`src/rtl/irq_program_sequencer_if.sv`:
```
// Control strobes, interrupt lines and sequencer status for irq_program_sequencer.
// slave is the sequencer side; master is the side driving it (core or bench).
interface irq_program_sequencer_if #(
   parameter int ADDR_W      = 8,
   parameter int JADDR_W     = 4,
   parameter int NUM_IRQ     = 4,
   parameter int STACK_DEPTH = 4
);
   localparam int DW = $clog2(STACK_DEPTH + 1);

   // Every input is a level that is sampled on each rising clock edge. There is no
   // valid/ready pair: a strobe held for one cycle acts exactly once.
   logic                jmp;
   logic                jmp_nz;
   logic                dont_jmp;
   logic [JADDR_W-1:0]  jmp_addr;
   logic                rti;
   logic                irq_en;
   logic [NUM_IRQ-1:0]  irq_req;
   logic [ADDR_W-1:0]   pm_addr;
   logic [ADDR_W-1:0]   pc;
   logic [NUM_IRQ-1:0]  irq_ack;
   logic [DW-1:0]       depth;
   logic                stack_err;
   logic [NUM_IRQ-1:0]  pending;

   modport master (
      output jmp, jmp_nz, dont_jmp, jmp_addr, rti, irq_en, irq_req,
      input  pm_addr, pc, irq_ack, depth, stack_err, pending
   );

   modport slave (
      input  jmp, jmp_nz, dont_jmp, jmp_addr, rti, irq_en, irq_req,
      output pm_addr, pc, irq_ack, depth, stack_err, pending
   );
endinterface

```
`src/rtl/irq_program_sequencer.sv`:
```
// Program counter sequencer with jumps, edge-triggered vectored interrupts and a return stack.
// Optional macro IRQ_NEST_EN allows nested interrupts; without it only one ISR level is taken.
module irq_program_sequencer #(
   parameter int               ADDR_W      = 8,
   parameter int               JADDR_W     = 4,
   parameter int               NUM_IRQ     = 4,
   parameter int               STACK_DEPTH = 4,
   parameter logic [ADDR_W-1:0] VEC_BASE   = 8'h70
) (
   input  logic                   clk,
   input  logic                   sync_reset,
   irq_program_sequencer_if.slave bus
);
   localparam int             DW        = $clog2(STACK_DEPTH + 1);
   localparam int             IW        = (NUM_IRQ > 1) ? $clog2(NUM_IRQ) : 1;
   localparam int             SLOTS     = 2 ** DW;
   localparam logic [DW-1:0]  DEPTH_MAX = DW'(STACK_DEPTH);

   logic [ADDR_W-1:0]  pc_q, pc_d;
   logic [NUM_IRQ-1:0] pending_q, pending_d;
   logic [NUM_IRQ-1:0] req_q, req_d;
   logic [DW-1:0]      depth_q, depth_d;
   logic               stack_err_q, stack_err_d;
   // Sized to the full index range of depth so any depth value is a legal index.
   logic [ADDR_W-1:0]  stack_q [SLOTS];
   logic [ADDR_W-1:0]  stack_d [SLOTS];

   logic [NUM_IRQ-1:0] pend_all;
   logic [NUM_IRQ-1:0] ack;
   logic [IW-1:0]      irq_idx;
   logic               nest_ok;
   logic               take;
   logic               rti_pop;
   logic               rti_err;
   logic [ADDR_W-1:0]  natural_next;
   logic [ADDR_W-1:0]  vec_addr;
   logic [ADDR_W-1:0]  pm_addr;

   always_comb begin
      natural_next = pc_q + ADDR_W'(1);
      if (bus.jmp || (bus.jmp_nz && !bus.dont_jmp))
         natural_next = {bus.jmp_addr, {(ADDR_W-JADDR_W){1'b0}}};

      // A request rising this cycle is visible to the take logic immediately.
      pend_all = pending_q | (bus.irq_req & ~req_q);

      irq_idx = '0;
      for (int i = NUM_IRQ - 1; i >= 0; i--)
         if (pend_all[i]) irq_idx = IW'(i);

`ifdef IRQ_NEST_EN
      nest_ok = 1'b1;
`else
      nest_ok = (depth_q == '0);
`endif

      take    = !sync_reset && (|pend_all) && bus.irq_en && !bus.rti &&
                (depth_q < DEPTH_MAX) && nest_ok;
      rti_pop = !sync_reset && bus.rti && (depth_q != '0);
      rti_err = !sync_reset && bus.rti && (depth_q == '0);
      ack     = take ? (NUM_IRQ'(1) << irq_idx) : '0;
      vec_addr = VEC_BASE + (ADDR_W'(irq_idx) << 2);

      if (sync_reset)   pm_addr = '0;
      else if (rti_pop) pm_addr = stack_q[depth_q - DW'(1)];
      else if (take)    pm_addr = vec_addr;
      else              pm_addr = natural_next;

      stack_d = stack_q;
      depth_d = depth_q;
      if (take) begin
         stack_d[depth_q] = natural_next;
         depth_d          = depth_q + DW'(1);
      end else if (rti_pop) begin
         depth_d = depth_q - DW'(1);
      end

      pc_d        = pm_addr;
      pending_d   = pend_all & ~ack;
      req_d       = bus.irq_req;
      stack_err_d = stack_err_q | rti_err;
   end

   always_ff @(posedge clk) begin
      if (sync_reset) begin
         pc_q        <= '0;
         pending_q   <= '0;
         req_q       <= '0;
         depth_q     <= '0;
         stack_err_q <= 1'b0;
      end else begin
         pc_q        <= pc_d;
         pending_q   <= pending_d;
         req_q       <= req_d;
         depth_q     <= depth_d;
         stack_err_q <= stack_err_d;
      end
      stack_q <= stack_d;
   end

   assign bus.pm_addr   = pm_addr;
   assign bus.pc        = pc_q;
   assign bus.irq_ack   = ack;
   assign bus.depth     = depth_q;
   assign bus.stack_err = stack_err_q;
   assign bus.pending   = pending_q;
endmodule
```
`src/flat_wrapper.sv`:
```
// flat-port wrapper written by rule: the top's interface ports become plain ports
module irq_program_sequencer_flat 
#(
   parameter int               ADDR_W      = 8,
   parameter int               JADDR_W     = 4,
   parameter int               NUM_IRQ     = 4,
   parameter int               STACK_DEPTH = 4,
   parameter logic [ADDR_W-1:0] VEC_BASE   = 8'h70
)
  (clk, sync_reset, bus_jmp, bus_jmp_nz, bus_dont_jmp, bus_jmp_addr, bus_rti, bus_irq_en, bus_irq_req, bus_pm_addr, bus_pc, bus_irq_ack, bus_depth, bus_stack_err, bus_pending);
  irq_program_sequencer_if #(.ADDR_W(ADDR_W), .JADDR_W(JADDR_W), .NUM_IRQ(NUM_IRQ), .STACK_DEPTH(STACK_DEPTH)) bus_i ();
  input  logic clk;
  input  logic sync_reset;
  input wire logic [$bits(bus_i.jmp)-1:0] bus_jmp;
  input wire logic [$bits(bus_i.jmp_nz)-1:0] bus_jmp_nz;
  input wire logic [$bits(bus_i.dont_jmp)-1:0] bus_dont_jmp;
  input wire logic [$bits(bus_i.jmp_addr)-1:0] bus_jmp_addr;
  input wire logic [$bits(bus_i.rti)-1:0] bus_rti;
  input wire logic [$bits(bus_i.irq_en)-1:0] bus_irq_en;
  input wire logic [$bits(bus_i.irq_req)-1:0] bus_irq_req;
  output wire logic [$bits(bus_i.pm_addr)-1:0] bus_pm_addr;
  output wire logic [$bits(bus_i.pc)-1:0] bus_pc;
  output wire logic [$bits(bus_i.irq_ack)-1:0] bus_irq_ack;
  output wire logic [$bits(bus_i.depth)-1:0] bus_depth;
  output wire logic [$bits(bus_i.stack_err)-1:0] bus_stack_err;
  output wire logic [$bits(bus_i.pending)-1:0] bus_pending;
  assign bus_i.jmp = bus_jmp;
  assign bus_i.jmp_nz = bus_jmp_nz;
  assign bus_i.dont_jmp = bus_dont_jmp;
  assign bus_i.jmp_addr = bus_jmp_addr;
  assign bus_i.rti = bus_rti;
  assign bus_i.irq_en = bus_irq_en;
  assign bus_i.irq_req = bus_irq_req;
  assign bus_pm_addr = bus_i.pm_addr;
  assign bus_pc = bus_i.pc;
  assign bus_irq_ack = bus_i.irq_ack;
  assign bus_depth = bus_i.depth;
  assign bus_stack_err = bus_i.stack_err;
  assign bus_pending = bus_i.pending;
  irq_program_sequencer #(.ADDR_W(ADDR_W), .JADDR_W(JADDR_W), .NUM_IRQ(NUM_IRQ), .STACK_DEPTH(STACK_DEPTH), .VEC_BASE(VEC_BASE)) u_core (.clk(clk), .sync_reset(sync_reset), .bus(bus_i));
endmodule
```
`config.mk`:
```
export PLATFORM = sky130hd
export DESIGN_NAME = irq_program_sequencer_flat
export DESIGN_NICKNAME = d
export VERILOG_FILES = /design/src/rtl/irq_program_sequencer_if.sv /design/src/rtl/irq_program_sequencer.sv /design/src/flat_wrapper.sv
export SDC_FILE = /design/constraint.sdc
export NUM_CORES = 1
export LEC_CHECK = 0
export BUFFER_PORTS_ARGS = -buffer_cell sky130_fd_sc_hd__buf_2
export CAP_MARGIN = 20
export CELL_PAD_IN_SITES_DETAIL_PLACEMENT = 1
export CELL_PAD_IN_SITES_GLOBAL_PLACEMENT = 2
export CORE_MARGIN = 2
export CORE_UTILIZATION = 37
export DETAILED_ROUTE_END_ITERATION = 12
export PLACE_DENSITY = 0.77
export SETUP_SLACK_MARGIN = 0.05
export SLEW_MARGIN = 0
export SYNTH_ARGS = -nofsm -noshare
export SYNTH_HDL_FRONTEND = slang
export SYNTH_SLANG_ARGS = --single-unit
```
`constraint.sdc`:
```
create_clock -name clk -period 2.7 [get_ports clk]
set_clock_uncertainty 0.15 [all_clocks]
set_input_delay 0.135 -clock clk [delete_from_list [all_inputs] [get_ports clk]]
set_output_delay 0.135 -clock clk [all_outputs]
set_load 0.02 [all_outputs]
```
==> results.py <==
metrics = {
    "synthesis": {
        "synth_top_area_cell": "edfxtp_1",
        "netlist_area_sq_um": 3566,
        "synth_common_cells": "64 x edfxtp_1, 20 x dfxtp_1, 18 x a21oi_1, 16 x mux4_2, 15 x nor2_1",
        "synthTopCellsByArea": "edfxtp_1 54%, dfxtp_1 11%, mux4_2 10%",
        "async_flop_share_pct": 0,
        "ys_types": 39,
        "synth_flop_cell": "edfxtp_1",
        "yosys_warnings": 0,
        "ys_ff_latch": 84,
        "seq_area_frac_synth_pct": 65.12,
        "synth_edf_count": 64,
        "synth_cells": 238,
        "yosysTopAreaCellShare_pct": 53.89,
        "syn_avg_cell_area_sq_um": 14.98,
        "yosysMostFrequentCell": "edfxtp_1",
    },
    "clock_network": {
        "cts_htree_levels": 3,
        "clockBufferDepth": 2,
        "insertion_delay_ns": 0.35,
        "numCtsBuffers": 9,
        "path_clk_slew_ns": 0.09,
        "cts_tree": "done",
        "clockRootBuffer": "clkbuf_8",
        "clock-sinks": 84,
    },
    "setup_path": {
        "path_cells": "clkinvlp_4, ha_4, buf_12, buf_12, mux4_2, mux2i_4, a2111oi_4, buf_4",
        "critical_path_class": "flip-flop to output port",
        "cpMostUsedCell": "buf_12",
        "cp-end-kind": "output port",
        "required_ns": 2.41,
        "critPathMaxStageDelay_ns": 0.38,
        "worstPathMaxFanout": 8,
        "crit_path_start_kind": "flip-flop",
        "cp_slowest_cell": "dfxtp_4",
        "crit_arrival_ns": 2.33,
    },
    "sta": {
        "fin_crit_sh_pct": 97.03,
        "tightest_slew_ns": 0.7032,
        "fmax_ghz": 0.3817,
        "tns_ns": 0,
        "drv_slew": 0,
        "setup_viol": 0,
        "finalCriticalPeriod_ns": 2.620,
        "timing.slew.headroom_pct": 53.02,
        "finalHoldViolCount": 0,
        "grt_setup_unrepaired": "yes",
    },
    "power": {
        "vdd_drop_max_mv": 0.4531,
        "powerDensity_nw_per_um2": 1064,
        "power.net_switching_uw": 1837,
        "p_comb_share_pct": 49.0,
        "p_sw_share_pct": 36.67,
        "seqPwrFrac_pct": 34.3,
        "clockPowerShare_pct": 16.7,
        "leakage_uw": 0.001824,
        "p_int_uw": 3172,
    },
    "final_layout": {
        "diodes": 0,
        "areaGrowthSynthToFinish_pct": 32.07,
        "final_cells": 487,
        "drive_above_1_share_pct": 38.83,
        "design_area_sq_um": 4710,
        "fillCellCount": 981,
        "final_nets": 372,
    },
    "drt": {
        "first_pass_iters": 4,
        "wl_per_cell_um": 17.75,
        "drc": 0,
        "avgViaCountPerCell": 4.858,
        "vias": 2366,
        "drtIter0Drc": 83,
        "routed_wirelength_mm": 8.646,
        "ant_nets": 0,
    },
    "global_routing": {
        "grt_pass1_wl_mm": 12.88,
        "antenna_found_initial": 0,
        "grt_pass1_vias": 2467,
        "grt_max_degree": 27,
        "grt_overflow": 0,
        "grt_usage_pct": 16.83,
    },
    "floorplan": {
        "ios": 43,
        "fp.dieW_um": 102.2,
        "dieArea_sq_um": 10440,
        "die_h_um": 102.2,
        "initial_core_util_pct": 38.41,
        "rows": 35,
        "core_area_sq_um": 9284,
    },
    "place": {
        "dpl_cell_area_sq_um": 4159,
        "dp_hpwl_mm": 5.886,
        "dp_cells": 449,
        "gp_congestion": 0.7300,
        "io_buffers": 42,
    },
    "run_status": {
        "status": "complete, no violations",
    },
    "min_path": {
        "hold_path.class": "primary input to flip-flop",
    },
    "run": {
        "maxCapViolations": 0,
    },
}
-- critical path, delay by kind of cell (launching register included) --
family | cells | cell delay, ns
mux | 2 | 0.58
flops | 1 | 0.38
fa+ha+maj | 1 | 0.33
buf+inv | 4 | 0.58
compound gates | 1 | 0.11
-- cells in the final DEF (no fill, tap or decap), types with 2 or more instances in the layout --
cell	n
edfxtp_1	64
buf_2	39
buf_4	34
conb_1	32
dfxtp_1	19
mux4_2	16
nor2_1	15
a21oi_1	15
nor3_1	11
clkbuf_8	10
nor2b_1	7
nand2_1	6
a21oi_2	5
and3_1	5
nand3_1	5
o31a_1	5
dlygate4sd3_1	5
inv_1	4
mux2i_1	4
xor2_1	3
xnor2_1	3
and2_1	3
a211oi_1	3
inv_6	3
mux2_2	2
nand2b_1	2
nor3_2	2
a31oi_2	2
ha_4	2
clkinv_4	2
buf_12	2
-- registers in the layout (all words and copies together) (netlist names) --
signal                cells
u_core.bus.pc             8
u_core.bus.depth          3
u_core.req_q              4
u_core.stack_q           64
u_core.bus.stack_err      1
u_core.bus.pending        4
-- logic make-up (layout without fill, tap and decap cells) --
family          after synthesis  in the layout  synth area share, %
compound gates               38             38                7.790
xor+xnor                      7              7                1.930
fa+ha+maj                     4              4                1.404
buf+inv                      16            105                2.035
flops                        84             84                65.12
mux                          24             24                12.46
other cells                   1             32               0.1052
simple gates                 64             64                9.158
-- final cells by class --
cell class,count,area (sq um),area share (%)
clock buffer,9,123.9,2.630
clock inverter,7,58.81,1.249
inverter,6,26.28,0.5579
multi-input combinational,169,1423,30.21
sequential,84,2326,49.39
tap,129,161.4,3.427
timing repair buffer,83,590.6,12.54
-- through the flow --
step	hold WS (ns)	total power, uW	utilization, %	worst slack, ns
after global routing	0.09129	5291	50.73	-0.002710
after CTS	0.02897	4486	48.02	0.01257
after floorplan	0.1132	2938	-	-0.07716
after detailed placement	0.2214	3537	44.80	0.1767
after global placement	0.2081	3520	44.80	0.2764
final	0.06540	5009	50.73	0.08025
-- path summary, 6_finish.rpt --
path | startpoint | end | slack (ns) | cells after the start
worst max-delay path | u_core.bus.depth[1]$_SDFFE_PP0P_ | bus_pm_addr[3] | 0.08 | 8
worst min-delay path | bus_irq_en | u_core.bus.pending[0]$_SDFF_PP0_ | 0.07 | 3
worst max register to register | u_core.bus.depth[1]$_SDFFE_PP0P_ | u_core.bus.pc[1]$_SDFF_PP0_ | 0.28 | 12
worst min register to register | u_core.bus.stack_err$_SDFF_PP0_ | u_core.bus.stack_err$_SDFF_PP0_ | 0.35 | 2
-- metal layers --
| layer | vias to the layer above | GRT usage, % | share of wire, % |
|---|---|---|---|
| li1 | 1120 | - | - |
| met1 | 1191 | 22.11 | 45 |
| met2 | 46 | 28.09 | 51 |
| met3 | 9 | 2.668 | 2.9 |
| met4 | 0 | 6.769 | 1.6 |
| met5 | - | 0 | 0 |
-- what timing repair did --
action | in CTS | in global routing
hold buffers | 5 | 0
setup endpoints to repair | 8 | 8
pin swaps | 0 | 5
gates resized for setup | 6 | 30
gates cloned | 0 | 1
hold endpoints to repair | 5 | 0
buffers inserted | 4 | 12
-- power groups by stage --
stage          combinational (uW)  sequential (uW)  clock, uW
2_1_floorplan                1140             1800          0
3_3_place_gp                 1800             1730          0
3_5_place_dp                 1800             1730          0
4_1_cts                      1910             1710        868
5_1_grt                      2630             1740        923
6_report                     2460             1720        836
No activity file was read; power rests on OpenSTA's default activity.
